`src/rtl/branch_resolve_unit_pkg.sv`:
```
`default_nettype none
// ============================================================================
// Module   : branch_pkg
// Brief    : Shared encodings and constants for the branch resolve unit.
// Revision : 1.0 - initial release
// ============================================================================
package branch_pkg;

    localparam logic [2:0] CMP_EQ  = 3'b000;
    localparam logic [2:0] CMP_NE  = 3'b001;
    localparam logic [2:0] CMP_LT  = 3'b010;
    localparam logic [2:0] CMP_GT  = 3'b011;
    localparam logic [2:0] CMP_LE  = 3'b100;
    localparam logic [2:0] CMP_GE  = 3'b101;
    localparam logic [2:0] CMP_LTU = 3'b110;
    localparam logic [2:0] CMP_GEU = 3'b111;

    localparam logic [1:0] BR_OFF  = 2'b00;
    localparam logic [1:0] BR_JMP  = 2'b01;
    localparam logic [1:0] BR_CMP  = 2'b10;

    localparam logic [1:0]  BHT_RESET = 2'b01;
    localparam int unsigned PC_STEP   = 4;

endpackage
`default_nettype wire

```
`src/rtl/branch_resolve_unit_bht.sv`:
```
`default_nettype none
// ============================================================================
// Module   : bht_2bit
// Brief    : 2-bit saturating-counter table, combinational read, synchronous update.
// Revision : 1.0 - initial release
// ============================================================================
module bht_2bit
    import branch_pkg::*;
#(
    parameter int BHT_IDX = 4
) (
    input  logic               clk,
    input  logic               rst,
    input  logic [BHT_IDX-1:0] i_rd_idx,
    output logic               o_rd_taken,
    input  logic               i_upd_en,
    input  logic [BHT_IDX-1:0] i_upd_idx,
    input  logic               i_upd_taken
);

    localparam int ENTRIES = 2 ** BHT_IDX;

    logic [1:0] w_ctr_vec [ENTRIES];

    generate
        for (genvar i = 0; i < ENTRIES; i++) begin : g_entry
            logic [1:0] r_ctr_q;
            logic [1:0] w_ctr_d;

            always_comb begin
                w_ctr_d = r_ctr_q;
                if (i_upd_en && (i_upd_idx == BHT_IDX'(i))) begin
                    if (i_upd_taken) begin
                        if (r_ctr_q != 2'b11) w_ctr_d = r_ctr_q + 2'd1;
                    end else begin
                        if (r_ctr_q != 2'b00) w_ctr_d = r_ctr_q - 2'd1;
                    end
                end
            end

            always_ff @(posedge clk) begin
                if (rst) r_ctr_q <= BHT_RESET;
                else     r_ctr_q <= w_ctr_d;
            end

            assign w_ctr_vec[i] = r_ctr_q;
        end
    endgenerate

    // Reads see the stored value only; an update in the same cycle is not bypassed.
    assign o_rd_taken = w_ctr_vec[i_rd_idx][1];

endmodule
`default_nettype wire

```
`src/rtl/branch_resolve_unit.sv`:
```
`default_nettype none
// ============================================================================
// Module   : branch_resolve_unit
// Brief    : Registered branch resolver with redirect, mispredict, BHT and counters.
// Revision : 1.0 - initial release
// ============================================================================
module branch_resolve_unit
    import branch_pkg::*;
#(
    parameter int N       = 32,
    parameter int BHT_IDX = 4,
    parameter int CNT_W   = 32
) (
    input  logic               clk,
    input  logic               rst,
    input  logic               InValid,
    input  logic [2:0]         CmpType,
    input  logic [1:0]         CmpEn_J_Off,
    input  logic [N-1:0]       Rs1,
    input  logic [N-1:0]       Rs2,
    input  logic [N-1:0]       Pc,
    input  logic [N-1:0]       Imm,
    input  logic               PredTaken,
    input  logic               Flush,
    input  logic [BHT_IDX-1:0] LookupIdx,
    output logic               LookupTaken,
    output logic               OutValid,
    output logic               Taken,
    output logic [N-1:0]       Redirect,
    output logic               Mispredict,
    output logic [CNT_W-1:0]   BranchCnt,
    output logic [CNT_W-1:0]   MissCnt
);

    logic             w_accept;
    logic             w_is_cmp;
    logic             w_cmp_true;
    logic             w_taken;
    logic             w_miss;
    logic [N-1:0]     w_target;
    logic [N-1:0]     w_seq_pc;

    logic             r_valid_q,      w_valid_d;
    logic             r_taken_q,      w_taken_d;
    logic             r_misp_q,       w_misp_d;
    logic [N-1:0]     r_redirect_q,   w_redirect_d;
    logic [CNT_W-1:0] r_branch_cnt_q, w_branch_cnt_d;
    logic [CNT_W-1:0] r_miss_cnt_q,   w_miss_cnt_d;

    assign w_accept = InValid && !Flush;
    assign w_is_cmp = (CmpEn_J_Off == BR_CMP);
    assign w_target = Pc + Imm;
    assign w_seq_pc = Pc + N'(PC_STEP);

    always_comb begin
        w_cmp_true = 1'b0;
        case (CmpType)
            CMP_EQ:  w_cmp_true = (Rs1 == Rs2);
            CMP_NE:  w_cmp_true = (Rs1 != Rs2);
            CMP_LT:  w_cmp_true = ($signed(Rs1) <  $signed(Rs2));
            CMP_GT:  w_cmp_true = ($signed(Rs1) >  $signed(Rs2));
            CMP_LE:  w_cmp_true = ($signed(Rs1) <= $signed(Rs2));
            CMP_GE:  w_cmp_true = ($signed(Rs1) >= $signed(Rs2));
            CMP_LTU: w_cmp_true = (Rs1 <  Rs2);
            CMP_GEU: w_cmp_true = (Rs1 >= Rs2);
            default: w_cmp_true = 1'b0;
        endcase
    end

    // The reserved encoding resolves not-taken but is still a valid op for mispredict.
    always_comb begin
        w_taken = 1'b0;
        case (CmpEn_J_Off)
            BR_CMP:  w_taken = w_cmp_true;
            BR_JMP:  w_taken = 1'b1;
            default: w_taken = 1'b0;
        endcase
    end

    assign w_miss = (w_taken != PredTaken);

    always_comb begin
        w_valid_d      = w_accept;
        w_taken_d      = w_accept && w_taken;
        w_misp_d       = w_accept && w_miss;
        w_redirect_d   = r_redirect_q;
        w_branch_cnt_d = r_branch_cnt_q;
        w_miss_cnt_d   = r_miss_cnt_q;
        if (w_accept) begin
            w_redirect_d = w_taken ? w_target : w_seq_pc;
            if (w_is_cmp && (r_branch_cnt_q != {CNT_W{1'b1}}))
                w_branch_cnt_d = r_branch_cnt_q + CNT_W'(1);
            if (w_miss && (r_miss_cnt_q != {CNT_W{1'b1}}))
                w_miss_cnt_d = r_miss_cnt_q + CNT_W'(1);
        end
    end

    always_ff @(posedge clk) begin
        if (rst) begin
            r_valid_q      <= 1'b0;
            r_taken_q      <= 1'b0;
            r_misp_q       <= 1'b0;
            r_redirect_q   <= '0;
            r_branch_cnt_q <= '0;
            r_miss_cnt_q   <= '0;
        end else begin
            r_valid_q      <= w_valid_d;
            r_taken_q      <= w_taken_d;
            r_misp_q       <= w_misp_d;
            r_redirect_q   <= w_redirect_d;
            r_branch_cnt_q <= w_branch_cnt_d;
            r_miss_cnt_q   <= w_miss_cnt_d;
        end
    end

    bht_2bit #(
        .BHT_IDX (BHT_IDX)
    ) u_bht (
        .clk         (clk),
        .rst         (rst),
        .i_rd_idx    (LookupIdx),
        .o_rd_taken  (LookupTaken),
        .i_upd_en    (w_accept && w_is_cmp),
        .i_upd_idx   (Pc[BHT_IDX+1:2]),
        .i_upd_taken (w_taken)
    );

    assign OutValid   = r_valid_q;
    assign Taken      = r_taken_q;
    assign Mispredict = r_misp_q;
    assign Redirect   = r_redirect_q;
    assign BranchCnt  = r_branch_cnt_q;
    assign MissCnt    = r_miss_cnt_q;

endmodule
`default_nettype wire
```
`config.mk`:
```
export PLATFORM = sky130hd
export DESIGN_NAME = branch_resolve_unit
export DESIGN_NICKNAME = d
export VERILOG_FILES = /design/src/rtl/branch_resolve_unit_pkg.sv /design/src/rtl/branch_resolve_unit_bht.sv /design/src/rtl/branch_resolve_unit.sv
export SDC_FILE = /design/constraint.sdc
export NUM_CORES = 1
export LEC_CHECK = 0
export ABC_AREA = 1
export CAP_MARGIN = 25
export CORE_MARGIN = 2
export CORE_UTILIZATION = 50
export CTS_BUF_LIST = sky130_fd_sc_hd__clkbuf_8
export CTS_CLUSTER_SIZE = 14
export DETAILED_ROUTE_END_ITERATION = 10
export PLACE_DENSITY = 0.82
export SETUP_SLACK_MARGIN = 0.02
export SYNTH_ARGS = -nofsm -noshare
export SYNTH_HDL_FRONTEND = slang
export SYNTH_SLANG_ARGS = --single-unit
```
`constraint.sdc`:
```
create_clock -name clk -period 3.65 [get_ports clk]
set_clock_uncertainty 0.15 [all_clocks]
set_input_delay 0.73 -clock clk [delete_from_list [all_inputs] [get_ports clk]]
set_output_delay 0.73 -clock clk [all_outputs]
set_load 0.02 [all_outputs]
```
### Word level (Yosys, flattened, before mapping)

Cells that the tools add are included.

* register bits: 131
* input bits: 142
* output and inout bits: 100
* word-level logic and storage cells: 256

* add/sub/neg operators: 36
* order comparisons: 7
* equal/unequal tests: 61
* multiplexer cells: 54
* bitwise gates (word level): 1
* reduce and logical (&&, ||, !) cells: 75

Operators with widths (count)
* $mux 2: 50
* $add 32x1->32 const B: 2
* $ge 32x32->1: 2
* $lt 32x32->1: 2
* $ne 32x32->1 const B: 2
* $reduce_bool 2->1: 32
* $reduce_and 3->1: 16
* $add 2x1->2 const B: 16
* $add 32x3->32 const B: 1
* $add 32x32->32: 1
* $eq 32x32->1: 1
* $eq 4x4->1 const B: 8
* $gt 32x32->1: 1
* $le 32x32->1: 1
* $mux 32: 1
* $ne 2x1->1 const B: 16
* $ne 2x2->1 const B: 16
* $ne 32x32->1: 1
* $sub 2x1->2 const B: 16
* $logic_and 1x1->1: 22
* $eq 4x3->1 const B: 4
* $eq 3x3->1 const B: 4
* $bmux 2 s4: 1
* $eq 4x2->1 const B: 2
* other kinds (14): 16

### Depth between registers and ports, before layout

Gate-level depths: netlist (run 1).

* word-level depth: 6
* depth in mapped cells: 27

### Hierarchy

Synthesis (run 1) repeated with hierarchy kept, for this count alone.

* cells, all modules: 1661
* area, all modules: 10299.9 um^2

By module, submodules not included
* branch_resolve_unit: instances 1, cells an instance 1379, area an instance 8563.2 um^2, seq. area each 1981.9 um^2
* bht_2bit: instances 1, cells an instance 282, area an instance 1736.7 um^2, seq. area each 640.6 um^2

### Worst setup path after synthesis (run 1)

Ideal clock, no wire load.

* kind: input-to-reg
* start: input Pc[0]
* end: register r_redirect_q[22], in the netlist Redirect[22]
* setup time: 0.117 ns
* data arrival time: 2.815 ns
* data required time: 3.383 ns
* setup slack: 0.567 ns
* stages on the path: 16
* path buffers: 0
* cell sequence: ha_1 > inv_1 > fa_1 > inv_1 > nand3_1 > nand2_1 > a21oi_1 > o21ai_1 > a21oi_1 > o21ai_1 > a21boi_0 > o21bai_1 > xnor2_1 > o21ai_0 > a21oi_1 > nor2_1

* word-level cells in the longest chain between the ends: 2
* elaborated cells between the ends (all ways): 3

Ends and longest elaborated chain
* from (decl): RTL line branch_resolve_unit.sv:21 `input logic [N-1:0] Pc,`
* $add 32x3->32 or $add 32x32->32 (tied branches): RTL line branch_resolve_unit.sv:53, branch_resolve_unit.sv:52
* $mux 32 *: RTL line branch_resolve_unit.sv:90 `w_redirect_d = w_taken ? w_target : w_seq_pc;`
* to (signal assigned): RTL line branch_resolve_unit.sv:110 `r_redirect_q <= w_redirect_d;`
* to (decl): RTL line branch_resolve_unit.sv:46 `logic [N-1:0] r_redirect_q, w_redirect_d;`

Every way passes the cells marked *; elsewhere a longest branch is shown, timed or not.
A chain may end at the register's enable or synchronous reset.

### Worst setup path after layout (run 1)

* start: input Rs2[31]
* end: register r_miss_cnt_q[9], in the netlist MissCnt[9]

* word-level cells in the longest chain between the ends: 6
* elaborated cells between the ends (all ways): 13

Ends and longest elaborated chain
* from (decl): RTL line branch_resolve_unit.sv:20 `input logic [N-1:0] Rs2,`
* $ge 32x32->1, or another cell as far along: RTL line branch_resolve_unit.sv:65 `CMP_GEU: w_cmp_true = (Rs1 >= Rs2);`
* $pmux 1 s8 *: RTL line branch_resolve_unit.sv:57 `case (CmpType)`
* $pmux 1 s2 *: RTL line branch_resolve_unit.sv:73 `case (CmpEn_J_Off)`
* $ne 1x1->1 *: RTL line branch_resolve_unit.sv:80 `assign w_miss = (w_taken != PredTaken);`
* $logic_and 1x1->1 *: RTL line branch_resolve_unit.sv:93 `if (w_miss && (r_miss_cnt_q != {CNT_W{1'b1}}))`
* $reduce_and 2->1 (no source line) *
* to (signal assigned): RTL line branch_resolve_unit.sv:112 `r_miss_cnt_q <= w_miss_cnt_d;`
* to (decl): RTL line branch_resolve_unit.sv:48 `logic [CNT_W-1:0] r_miss_cnt_q, w_miss_cnt_d;`

Marked as above.

==> results.sh, run 1 <==
export IMPL_outcome="finished, final reports clean"
export IMPL_gr_total_overflow=0
export IMPL_root_buffer="clkbuf_8"
export IMPL_rsz0062_at_grt="yes"
export IMPL_power_density_nw_per_um2=268.8
export IMPL_io_buffers=241
export IMPL_crit_path_end_kind="flop"
export IMPL_critical_path_startpoint_type="primary input"
export IMPL_grt_usage_pct=26.32
export IMPL_path_clk_slew_ns=0.08
export IMPL_drc=0
export IMPL_dieArea_um2=22080
export IMPL_die_height_um=148.6
export IMPL_hp_class="flop to flop"
export IMPL_synth_area_um2=10460
export IMPL_placed_cell_area_um2=13360
export IMPL_pin_count=242
export IMPL_cp_arrival_ns=3.67
export IMPL_area_delta_synth_final_pct=31.51
export IMPL_synth_fp_nets=1804
export IMPL_post_layout_nonfiller_instances=2141
export IMPL_maxCapViolations=0
export IMPL_met3_length_um=2299
export IMPL_post_route_period_util_pct=95.13
export IMPL_drt_pass1_iter_count=5
export IMPL_drt_total_wl_um=29830
export IMPL_setup_viol=0
export IMPL_vias=11390
export IMPL_antenna_found_initial=1
export IMPL_whs_ns=0.3176
export IMPL_clock_latency_ns=0.44
export IMPL_synth_edf_count=0
export IMPL_relSlewSlack_pct=60.23
export IMPL_max_clock_freq_mhz=288.0
export IMPL_grt_max_degree=60
export IMPL_pre_cts_ws_ns=-0.2189
export IMPL_routed_top_layer="met4"
export IMPL_core_area_um2=20360
export IMPL_netlist_area_leader_share_pct=25.08
export IMPL_cts_tree="built"
export IMPL_ys_flop_type="dfxtp_1"
export IMPL_grt_pass1_wl_um=48090
export IMPL_synth_distinct_cells=57
export IMPL_synthTopCellsByCount="nand2_1 (331), inv_1 (243), nor2_1 (143)"
export IMPL_synth_area_leaders="dfxtp_1 (25%), nand2_1 (12%), inv_1 (8.7%)"
export IMPL_cts_max_level=4
export IMPL_leakage_nw=5.956
export IMPL_drv_slew=0
export IMPL_rows=52
export IMPL_wl_met2_um=14290
export IMPL_first_iter_violations=644
export IMPL_nNetsFinal=2071
export IMPL_final_area_um2=13750
export IMPL_ant_nets=0
export IMPL_clk_path_buf_depth=2
export IMPL_crit_type="primary input to flop"
export IMPL_layout_setup_ws_ns=0.1776
export IMPL_synth_top_area_cell="dfxtp_1"
export IMPL_initial_core_util_pct=51.35
export IMPL_met1Wirelength_um=12630
export IMPL_cp_max_fo=14
export IMPL_synth_most_common_cell="nand2_1"
export IMPL_seq_area_frac_synth_pct=25.08
export IMPL_place_congestion=0.9503
export IMPL_numCtsBuffers=17
export IMPL_dp_hpwl_um=23030
export IMPL_drive_gt1_share_pct=9.412
export IMPL_ys_warn_count=0
export IMPL_worst_pin_slew_ns=0.5959
export IMPL_fin_util_pct=67.52
export IMPL_post_synth_cell_area_avg_um2=6.576
export IMPL_timing_hold_violations_final=0
export IMPL_post_cts_buffers=0
export IMPL_die_w_um=148.6
export IMPL_ctsResizeCount=0
export IMPL_cts_hold_buf=0
export IMPL_synth_cells=1590
export IMPL_dpl_cell_count=2107
export IMPL_required_ns=3.85
export IMPL_clkSinkCount=131
export IMPL_async_flop_share_pct=0
export IMPL_reg2regPathDepth=16
export IMPL_vias_per_cell=5.318
export IMPL_ys_ff_latch=131
export IMPL_period_minus_slack_ns=3.472
export IMPL_grt_pass1_vias=10530
export IMPL_hold_depth=2
export IMPL_ir_drop_uv=182.8
export IMPL_wire_per_inst_um=13.93
==> power breakdown <==
part / total [mW] / switching, mW / leakage, nW / internal [mW]
sequential: 1.48 / 0.0201 / 1.06 / 1.46
clock: 1.20 / 0.639 / 0.179 / 0.562
combinational: 1.02 / 0.548 / 4.72 / 0.468
==> path summary, 6_finish.rpt <==
kind	slack, ns	to	start
worst max register to register	0.69	MissCnt[9]$_SDFFE_PP0P_	MissCnt[0]$_SDFFE_PP0P_
worst max-delay path	0.18	MissCnt[9]$_SDFFE_PP0P_	Rs2[31]
worst min register to register	0.32	Redirect[2]$_SDFFE_PP0P_	Redirect[2]$_SDFFE_PP0P_
worst min-delay path	0.32	Redirect[2]$_SDFFE_PP0P_	Redirect[2]$_SDFFE_PP0P_
==> cell families (layout without fill, tap and decap cells) <==
| kind of cell | count (synthesis) | in the layout | synth area share (%) |
|---|---|---|---|
| adders and majority gates | 72 | 72 | 8.687 |
| other | 0 | 1 | 0 |
| DFF | 131 | 131 | 25.08 |
| AOI/OAI and AO/OA | 305 | 305 | 16.02 |
| buffers and inverters | 298 | 577 | 11.98 |
| xor gates and xnor gates | 54 | 54 | 4.523 |
| and+or+nand+nor | 730 | 731 | 33.71 |
==> registers in the layout (all words and copies together) (netlist names) <==
register / cells
BranchCnt: 32
u_bht.g_entry.r_ctr_q: 32
OutValid: 1
Mispredict: 1
Redirect: 32
MissCnt: 32
Taken: 1
==> routing by layer <==
layer / track usage (%) / vias up
met2: 45.25 / 443
met1: 33.48 / 5121
met4: 8.905 / 0
met5: 0 / -
li1: - / 5764
met3: 4.417 / 57
==> critical path, cell delays in order <==
cell and delay [ns]:
clkdlybuf4s50_1 0.46, inv_1 0.04, ha_1 0.31, nand2_1 0.12, nor2_2 0.06, nand2_2 0.10
inv_1 0.07, a21oi_2 0.22, nand2_2 0.09, nand2_1 0.08, nand2_2 0.06, o21ai_1 0.14
nand3_2 0.13, nand2_4 0.10, nand2_4 0.07, nand3_4 0.08, nand2_4 0.10, nor2_4 0.42
nand3_1 0.15, nand2_1 0.09, nor2_1 0.04
==> through the flow <==
step	TNS (ns)	total power, mW
floorplan	0	2.089
global placement	-2.378	2.492
detailed placement	-5.692	2.511
CTS	0	3.706
global route	-0.01602	3.883
finish	0	3.696
==> layout by cell type, fill, tap and decap left out, types with 12 or more instances in the layout <==
cell type / netlist / layout
nand2_1: 331 / 331
inv_1: 243 / 242
clkdlybuf4s50_1: 0 / 239
nor2_1: 143 / 143
dfxtp_1: 131 / 131
a21oi_1: 124 / 123
o21ai_0: 99 / 99
nand3_1: 73 / 73
ha_1: 71 / 71
nand4_1: 49 / 49
buf_4: 7 / 49
nor3_1: 40 / 40
xor2_1: 33 / 33
o21ai_1: 23 / 23
nor2_2: 22 / 22
xnor2_1: 21 / 21
clkbuf_8: 0 / 18
a31oi_1: 17 / 17
o211ai_1: 14 / 14
nand3_2: 12 / 12
==> cell type report <==
cell class | instances | area (um2)
Fill cell | 1782 | 6614
Multi-Input combinational cell | 1162 | 6596
Timing Repair Buffer | 295 | 2878
Sequential cell | 131 | 2623
Inverter | 250 | 939.7
Tap cell | 270 | 337.8
Clock buffer | 18 | 247.7
Clock inverter | 14 | 126.4
Antenna cell | 1 | 2.502
Note: power is estimated with default switching activity, not from simulation.
==> inputs of run 2 (changes only) <==
--- a/config.mk
+++ b/config.mk
@@ -8,11 +8,11 @@
 export ABC_AREA = 1
 export CAP_MARGIN = 25
 export CORE_MARGIN = 2
-export CORE_UTILIZATION = 50
+export CORE_UTILIZATION = 30
 export CTS_BUF_LIST = sky130_fd_sc_hd__clkbuf_8
 export CTS_CLUSTER_SIZE = 14
 export DETAILED_ROUTE_END_ITERATION = 10
-export PLACE_DENSITY = 0.82
+export PLACE_DENSITY = 0.55
 export SETUP_SLACK_MARGIN = 0.02
 export SYNTH_ARGS = -nofsm -noshare
 export SYNTH_HDL_FRONTEND = slang
==> results.sh, run 2 (same netlist as run 1, synthesis figures left out) <==
export IMPL_outcome="finished, final reports clean"
export IMPL_vias=11060
export IMPL_layout_setup_ws_ns=0.2164
export IMPL_timing_hold_violations_final=0
export IMPL_worst_pin_slew_ns=0.6382
export IMPL_wire_per_inst_um=13.99
export IMPL_dp_hpwl_um=25420
export IMPL_dieArea_um2=36360
export IMPL_vias_per_cell=4.734
export IMPL_final_common_cell="nand2_1"
export IMPL_placed_cell_area_um2=13670
export IMPL_cts_max_level=4
export IMPL_leakage_nw=6.028
export IMPL_required_ns=3.87
export IMPL_relSlewSlack_pct=57.41
export IMPL_rsz0062_at_grt="no"
export IMPL_gr_total_overflow=0
export IMPL_core_area_um2=34460
export IMPL_hp_class="flop to flop"
export IMPL_cp_max_fo=14
export IMPL_die_height_um=190.7
export IMPL_die_w_um=190.7
export IMPL_pin_count=242
export IMPL_area_delta_synth_final_pct=34.96
export IMPL_max_clock_freq_mhz=291.2
export IMPL_clk_path_buf_depth=2
export IMPL_pre_cts_ws_ns=-0.2508
export IMPL_worstPathCellList="clkdlybuf4s50_1 > inv_1 > ha_1 > a21oi_1 > nand3_1 > a21oi_1 > nand2_1 > nand2_2 > nand2_2 > nand2_1 > nand2_2 > o21ai_1 > nand3_2 > nand2_4 > nand2_4 > nand3_4 > nand2_4 > nor2_4 > nand3_1 > nand2_1 > nor2_2"
export IMPL_clock_latency_ns=0.46
export IMPL_slowest_delay_ns=0.45
export IMPL_power_density_nw_per_um2=275.3
export IMPL_place_congestion=0.8380
export IMPL_setup_viol=0
export IMPL_drt_pass1_iter_count=5
export IMPL_cts_tree="built"
export IMPL_crit_type="primary input to flop"
export IMPL_drc=0
export IMPL_root_buffer="clkbuf_8"
export IMPL_first_iter_violations=492
export IMPL_maxCapViolations=0
export IMPL_drv_slew=0
export IMPL_post_layout_nonfiller_instances=2335
export IMPL_critPathSlowestCell="clkdlybuf4s50_1"
export IMPL_final_area_um2=14110
export IMPL_grt_pass1_vias=10650
export IMPL_rows=68
export IMPL_post_cts_buffers=0
export IMPL_ir_drop_uv=202.5
export IMPL_drt_total_wl_um=32670
export IMPL_critical_path_startpoint_type="primary input"
export IMPL_numCtsBuffers=17
export IMPL_cp_arrival_ns=3.65
export IMPL_period_minus_slack_ns=3.434
export IMPL_final_setup_tns_ns=0
export IMPL_path_clk_slew_ns=0.09
export IMPL_drive_gt1_share_pct=9.696
export IMPL_final_cell_mix="nand2_1 (331), inv_1 (242), clkdlybuf4s50_1 (239)"
export IMPL_crit_path_end_kind="flop"
export IMPL_antenna_found_initial=4
export IMPL_post_route_period_util_pct=94.07
export IMPL_grt_pass1_wl_um=52790
export IMPL_clkSinkCount=131
export IMPL_initial_core_util_pct=30.34
export IMPL_ant_nets=0
export IMPL_grt_max_degree=78
export IMPL_grt_usage_pct=18.00
export IMPL_io_buffers=241
export IMPL_dpl_cell_count=2299
export IMPL_nNetsFinal=2078
export IMPL_fillCellCount=3732
## run 2: cell count changes in the layout (fill, tap and decap cells not counted), moves of 2 or more
cell and delta:
buf_4 +5, buf_12 +2, bufinv_16 +2, clkinv_4 +2
clkinvlp_4 -2, diode_2 +2, inv_6 -2
## run 2: per-layer routing
layer,vias to the layer above,share of wire [%],wire length (um),GRT usage [%]
met1,5001,46,15170,23.33
met3,20,4.9,1611,3.018
met5,-,0.070,23,0
li1,5782,-,-,-
met4,4,1.1,368,4.472
met2,248,47,15500,30.95
## run 2: cell type report
cell class              count  area, um2  share of cell area (%)
clock buffers              18      247.7                   1.755
multi-input cells        1162       6593                   46.72
diodes                      3      7.507                 0.05320
well taps                 455      569.3                   4.034
inverters                 250      939.7                   6.658
clock inverters            14      177.7                   1.259
flip-flops and latches    131       2623                   18.58
repair buffers            302       2955                   20.94
## run 2: critical path, delay by kind of cell
family          cells  cell delay, ns
compound gates      3            0.45
fa+ha+maj           1            0.31
buf+inv             2            0.49
simple gates       15            1.67
## run 2: worst paths after layout
kind | cells past startpoint | slack, ns | to | from
max | 21 | 0.22 | MissCnt[16]$_SDFFE_PP0P_ | Rs2[11]
min | 2 | 0.32 | Redirect[27]$_SDFFE_PP0P_ | Redirect[27]$_SDFFE_PP0P_
max reg2reg | 16 | 0.68 | MissCnt[9]$_SDFFE_PP0P_ | MissCnt[0]$_SDFFE_PP0P_
min reg2reg | 2 | 0.32 | Redirect[27]$_SDFFE_PP0P_ | Redirect[27]$_SDFFE_PP0P_
## run 2: through the flow
| step | hold slack (ns) | utilization [%] | power [mW] |
|---|---|---|---|
| after floorplan | 0.3069 | - | 2.089 |
| after global placement | 0.3043 | 39.66 | 2.524 |
| after detailed placement | 0.3061 | 39.66 | 2.533 |
| after CTS | 0.3200 | 40.89 | 3.946 |
| after global routing | 0.3307 | 40.94 | 4.119 |
| final | 0.3178 | 40.96 | 3.886 |
## run 2: repair_timing
action,4_1_cts,5_1_grt
hold buffers,0,0
gates resized for setup,0,1
endpoints found under the setup margin,0,9
## run 2: power by group
group | switching (mW) | internal, mW | total [mW]
registers | 0.0209 | 1.46 | 1.48
clock network | 0.681 | 0.704 | 1.39
logic | 0.549 | 0.472 | 1.02
total | 1.25 | 2.63 | 3.89
